### config.mk
export PLATFORM = sky130hd
export DESIGN_NAME = mcpu_mem_responder
export DESIGN_NICKNAME = d
export VERILOG_FILES = /design/src/rtl/mcpu_mem_responder.sv
export SDC_FILE = /design/constraint.sdc
export NUM_CORES = 1
export LEC_CHECK = 0
export BUFFER_PORTS_ARGS = -buffer_cell sky130_fd_sc_hd__buf_2
export CAP_MARGIN = 20
export CORE_ASPECT_RATIO = 2
export CORE_MARGIN = 2
export CORE_UTILIZATION = 25
export DETAILED_ROUTE_END_ITERATION = 10
export PLACE_DENSITY_LB_ADDON = 0.25
export SYNTH_ARGS = -nofsm -noshare
export SYNTH_HDL_FRONTEND = slang
export SYNTH_SLANG_ARGS = --single-unit
### constraint.sdc
create_clock -name clk -period 3.7 [get_ports clk]
set_input_delay 0.74 -clock clk [delete_from_list [all_inputs] [get_ports clk]]
set_output_delay 0.74 -clock clk [all_outputs]
set_load 0.1 [all_outputs]
### src/rtl/mcpu_mem_responder.sv
// Memory-side responder for the 8-bit minimal CPU: 2**AW x DW RAM with a byte-stream program loader.
// Optional stored-parity checking is enabled by defining MEM_PARITY_EN.
module mcpu_mem_responder #(
  parameter int unsigned AW       = 6,
  parameter int unsigned DW       = 8,
  parameter int unsigned LOAD_LEN = 64
) (
  input  logic          clk,
  input  logic          rst,
  input  logic [AW-1:0] cpu_adr,
  input  logic [DW-1:0] cpu_dout,
  output logic [DW-1:0] cpu_din,
  input  logic          cpu_oe_n,
  input  logic          cpu_we_n,
  output logic          cpu_rst_n,
  input  logic          ld_start,
  input  logic          ld_valid,
  input  logic [DW-1:0] ld_data,
  output logic          ld_ready,
  output logic          ld_busy,
  output logic          ld_done,
  input  logic          par_inj,
  output logic          par_err
);

  localparam int unsigned   DEPTH = 2 ** AW;
  localparam logic [AW-1:0] LAST  = AW'(LOAD_LEN - 1);

  typedef enum logic [1:0] {
    ST_IDLE,
    ST_LOAD,
    ST_DONE
  } state_t;

  state_t        state_q, state_d;
  logic [AW-1:0] cnt_q, cnt_d;
  logic          cpu_rst_n_q, cpu_rst_n_d;
  logic [DW-1:0] mem_q [DEPTH];
  logic [DW-1:0] mem_d [DEPTH];

  logic          wr_tog_q, wr_tog_d;
  logic          wr_ack_q, wr_ack_d;
  logic [AW-1:0] wr_adr_q, wr_adr_d;
  logic [DW-1:0] wr_data_q, wr_data_d;

  logic          wr_pend;
  logic          ld_fire;
  logic          fwd_hit;

  // A store is pending while the negedge toggle and posedge acknowledge differ;
  // this lets the two clock edges share wr_pend without a multiply-driven flop.
  assign wr_pend = wr_tog_q ^ wr_ack_q;
  assign fwd_hit = wr_pend && (cpu_adr == wr_adr_q);
  assign cpu_din = fwd_hit ? wr_data_q : mem_q[cpu_adr];

  assign ld_ready  = (state_q == ST_LOAD);
  assign ld_busy   = (state_q != ST_IDLE);
  assign ld_done   = (state_q == ST_DONE);
  assign ld_fire   = ld_ready && ld_valid;
  assign cpu_rst_n = cpu_rst_n_q;

  always_comb begin
    wr_tog_d  = wr_tog_q;
    wr_adr_d  = wr_adr_q;
    wr_data_d = wr_data_q;
    if (state_q == ST_IDLE && !cpu_we_n) begin
      wr_tog_d  = ~wr_tog_q;
      wr_adr_d  = cpu_adr;
      wr_data_d = cpu_dout;
    end
  end

  always_ff @(negedge clk or negedge rst) begin
    if (!rst) begin
      wr_tog_q  <= 1'b0;
      wr_adr_q  <= '0;
      wr_data_q <= '0;
    end else begin
      wr_tog_q  <= wr_tog_d;
      wr_adr_q  <= wr_adr_d;
      wr_data_q <= wr_data_d;
    end
  end

  always_comb begin
    state_d = state_q;
    cnt_d   = cnt_q;
    unique case (state_q)
      ST_IDLE: begin
        if (ld_start) begin
          state_d = ST_LOAD;
          cnt_d   = '0;
        end
      end
      ST_LOAD: begin
        if (ld_valid) begin
          if (cnt_q == LAST) begin
            state_d = ST_DONE;
          end else begin
            cnt_d = cnt_q + 1'b1;
          end
        end
      end
      ST_DONE: state_d = ST_IDLE;
      default: state_d = ST_IDLE;
    endcase
    cpu_rst_n_d = (state_d == ST_IDLE);
    wr_ack_d    = wr_tog_q;
  end

  always_comb begin
    mem_d = mem_q;
    if (wr_pend) begin
      mem_d[wr_adr_q] = wr_data_q;
    end
    if (ld_fire) begin
      mem_d[cnt_q] = ld_data;
    end
  end

  always_ff @(posedge clk or negedge rst) begin
    if (!rst) begin
      state_q     <= ST_IDLE;
      cnt_q       <= '0;
      cpu_rst_n_q <= 1'b0;
      wr_ack_q    <= 1'b0;
      mem_q       <= '{default: '0};
    end else begin
      state_q     <= state_d;
      cnt_q       <= cnt_d;
      cpu_rst_n_q <= cpu_rst_n_d;
      wr_ack_q    <= wr_ack_d;
      mem_q       <= mem_d;
    end
  end

`ifdef MEM_PARITY_EN
  logic [DEPTH-1:0] par_q, par_d;
  logic             par_err_q, par_err_d;
  logic             unused_oe;

  assign unused_oe = cpu_oe_n;
  assign par_err   = par_err_q;

  always_comb begin
    par_d = par_q;
    if (wr_pend) begin
      par_d[wr_adr_q] = (^wr_data_q) ^ par_inj;
    end
    if (ld_fire) begin
      par_d[cnt_q] = (^ld_data) ^ par_inj;
    end
    par_err_d = par_err_q;
    // Forwarded store data has not reached the array yet, so it is treated as good.
    if (cpu_rst_n_q && !fwd_hit && ((^mem_q[cpu_adr]) != par_q[cpu_adr])) begin
      par_err_d = 1'b1;
    end
    if (state_q == ST_IDLE && state_d == ST_LOAD) begin
      par_err_d = 1'b0;
    end
  end

  always_ff @(posedge clk or negedge rst) begin
    if (!rst) begin
      par_q     <= '0;
      par_err_q <= 1'b0;
    end else begin
      par_q     <= par_d;
      par_err_q <= par_err_d;
    end
  end
`else
  logic unused_in;

  assign unused_in = cpu_oe_n ^ par_inj;
  assign par_err   = 1'b0;
`endif

endmodule

==> out/results.ini <==
[synthesis]
yosysSeqAreaShare_pct=45.1
syn-num-nets=2897
ys_warn_count=0
synth-edff-count=0
synth-main-ff-cell=dfrtp_1
postSynthAreaPerCell_um2=10.4
synth.distinct_cells=66
syn_area_um2=29800
synth_most_common_cell=nand2_1
synth_commonest_cells=nand2_1 (583), mux2i_1 (541), dfrtp_1 (522), o21ai_1 (388), clkbuf_1 (199)
synth-seq-cells=537
synth_top_area_share_pct=43.8
synth_top_area_cell=dfrtp_1
syn_inst=2867
synthArstFlopShare_pct=100
synthTopCellsByArea=dfrtp_1 (44%), mux2i_1 (18%), mux4_2 (8.3%), nand2_1 (7.3%), o21ai_1 (6.5%)

[power_and_ir_drop]
switchingPower_mw=9.56
p_per_area_nw_per_um2=681
p_total_mw=25.1
comb_power_share_pct=38.0
clkPwrFrac_pct=22.6
p_sw_share_pct=38.1
ir_drop_v=0.000337
seqPwrFrac_pct=39.4
leakage_nw=14.8
p_int_mw=15.5

[floorplanning]
dieHeight_um=492
die_area_um2=122000
pin_count=42
die_w_um=248
rows=179
coreArea_um2=119000
initial_core_util_pct=25.1

[grt]
antenna_found_initial=5
grt_max_degree=142
grt.overflow.total=0
grt_usage_pct=19.6
grt_pass1_wl_mm=173
grt_pass1_vias=23530

[clock_network]
clk_pin_slew_ns=0.07
cts_num_sinks=537
insertion_delay_ns=0.64
clockBufferDepth=3
tritoncts=built
cts_root_buf=clkbuf_16
h-tree-depth=2
cts-buffers-inserted=50

[min_path]
hold_path.class=input port to register
min_from=ld_valid
min_to=state_q[0]$_DFF_PN0_
hold_path_depth=3

[critical_path]
cp_data_required_time_ns=2.96
worst-path-buf-inv=3
crit-reg2reg-launch=wr_ack_d$_DFFE_NN0P_
path_delay_family=simple AND/OR/NAND/NOR gates
timing.reg2reg.setup_slack_ns=-0.44
r2r_cells=9
cp.arrival_ns=4.60
cp_common_cell=buf_4
path_max_fanout=4
crit_chain=xnor2_2 -> or4_4 -> o211ai_1 -> buf_4 -> nand2b_1 -> nand4b_1 -> buf_4 -> buf_12
r2r-end=mem_q[502]$_DFF_PN0_
cp-end-kind=output pin
slowest_delay_ns=0.53
crit_type=register to output pin
slowest_stage=or4_4
cp-start-kind=register

[place]
gp_congestion=0.916
dpl_worst_slack_ns=-1.13
detailed_place_hpwl_mm=83.1
dpl_cell_area_um2=34200
numPortBuffers=38
placed_cells=4496

[layout]
drive_gt1_share_pct=21.8
final_nets=3056
design_area_um2=36800
fin_util_pct=31.0
syn2layout_area_growth_pct=23.4
fin_cells=4607

[flow_run]
drv_cap=0

[drt]
wirelength_mm=119
drtAntennaViolNets=0
routed_via_density=4.91
num_vias=22627
detail_route.iter0.violations=1637
wire_per_inst_um=25.8
first_pass_iters=6
drcViolationCount=0

[timing]
rsz0062_at_grt=true
slew_headroom_pct=25.8
hold_viol_final=0
layout_setup_ws_ns=-1.64
setup_viol=520
fin_skew_ns=0.0529
worst_slew_pin_slew_ns=1.11
report.final.slew_viol_count=0

[status]
outcome=finished, violations left
violations=negative setup slack

-- through the flow --
stage | hold WS (ns) | setup TNS (ns)
5_1_grt | 0.447 | -182.53
3_3_place_gp | 0.524 | -97.43
6_report | 0.444 | -140.57
2_1_floorplan | 0.432 | -16.43
4_1_cts | 0.419 | -129.01
3_5_place_dp | 0.531 | -110.91
-- worst max-delay path by stage --
stage	startpoint	to	depth (start not counted)
finish	wr_ack_d$_DFFE_NN0P_	cpu_din[0]	8
global placement	wr_ack_d$_DFFE_NN0P_	cpu_din[0]	8
CTS	wr_ack_d$_DFFE_NN0P_	cpu_din[0]	8
detailed placement	wr_ack_d$_DFFE_NN0P_	cpu_din[5]	8
global route	wr_ack_d$_DFFE_NN0P_	cpu_din[0]	8
floorplan	wr_ack_d$_DFFE_NN0P_	cpu_din[0]	6
-- tightest hold or removal path, delay by kind of cell --
family / cells / cell delay [ns]
AO/OA/AOI/OAI: 1 / 0.10
buffers and inverters: 1 / 0.13
AND/OR/NAND/NOR: 1 / 0.07
-- registers in the layout, summed over array words and instances (netlist names) --
register	cells
mem_q	512
cnt_q	6
cpu_rst_n	1
wr_adr_q	6
wr_ack_q	1
state_q	2
wr_ack_d	1
wr_data_q	8
-- area by class of cell --
class                   count  area, um2
well taps                1538       1920
flip-flops and latches    537      13400
fillers                 12054      81900
diodes                      4       10.0
clock inverters            12        196
inverters                   6       22.5
multi-input cells        2070      15900
clock buffers              79       1490
repair buffers            361       3810
-- layer usage --
metal | wire length, um | part of all wire, % | up-vias | GRT usage, %
met3 | 3290 | 2.8 | 232 | 1.61
li1 | - | - | 10477 | -
met1 | 42500 | 36 | 11385 | 20.9
met5 | 29 | 0.024 | - | 0
met4 | 8060 | 6.8 | 4 | 11.8
met2 | 65100 | 55 | 529 | 36.9
-- power by group through the flow --
| stage | combinational (mW) | clock [mW] | sequential (mW) |
|---|---|---|---|
| 2_1_floorplan | 5.66 | 0 | 9.22 |
| 3_3_place_gp | 8.60 | 0 | 9.90 |
| 3_5_place_dp | 8.74 | 0 | 9.95 |
| 4_1_cts | 9.43 | 5.80 | 9.86 |
| 5_1_grt | 10.2 | 5.98 | 10.2 |
| 6_report | 9.52 | 5.66 | 9.89 |
-- cell usage in the layout, fill, tap and decap left out, types with 7 or more instances in the layout --
| cell | count |
|---|---|
| nand2_1 | 549 |
| mux2i_1 | 526 |
| dfrtp_1 | 522 |
| o21ai_1 | 512 |
| buf_4 | 223 |
| mux4_2 | 110 |
| nor2_1 | 81 |
| buf_12 | 81 |
| clkbuf_16 | 53 |
| a22oi_1 | 35 |
| buf_6 | 30 |
| buf_2 | 22 |
| nand2_4 | 21 |
| clkbuf_1 | 19 |
| nor2_8 | 16 |
| nor2_4 | 16 |
| dfrtn_1 | 15 |
| mux2i_2 | 13 |
| mux2_2 | 13 |
| nand3_1 | 12 |
| nand2_8 | 12 |
| mux4_1 | 12 |
| a22o_1 | 10 |
| nor2b_1 | 9 |
| a21oi_1 | 7 |
| nand2b_1 | 7 |
| clkbuf_8 | 7 |
-- cells by family (layout without fill, tap and decap cells) --
family / Yosys count / in the layout / share of synthesized area, %
AO/OA/AOI/OAI: 596 / 596 / 10.7
XOR/XNOR: 11 / 11 / 0.348
adder cells (fa/ha/maj): 1 / 1 / 0.0419
buffers and inverters: 260 / 458 / 3.81
flip-flops: 537 / 537 / 45.1
multiplexers: 676 / 676 / 28.0
other: 1 / 5 / 0.0126
AND/OR/NAND/NOR: 785 / 785 / 12.1
-- what timing repair did --
action	4_1_cts	5_1_grt
endpoints found under the hold margin	4	0
setup buffers	22	8
endpoints found under the setup margin	519	520
gates resized for setup	263	35
hold buffers	1	0
pin swaps	65	68
(Power assumes the default switching activity.)
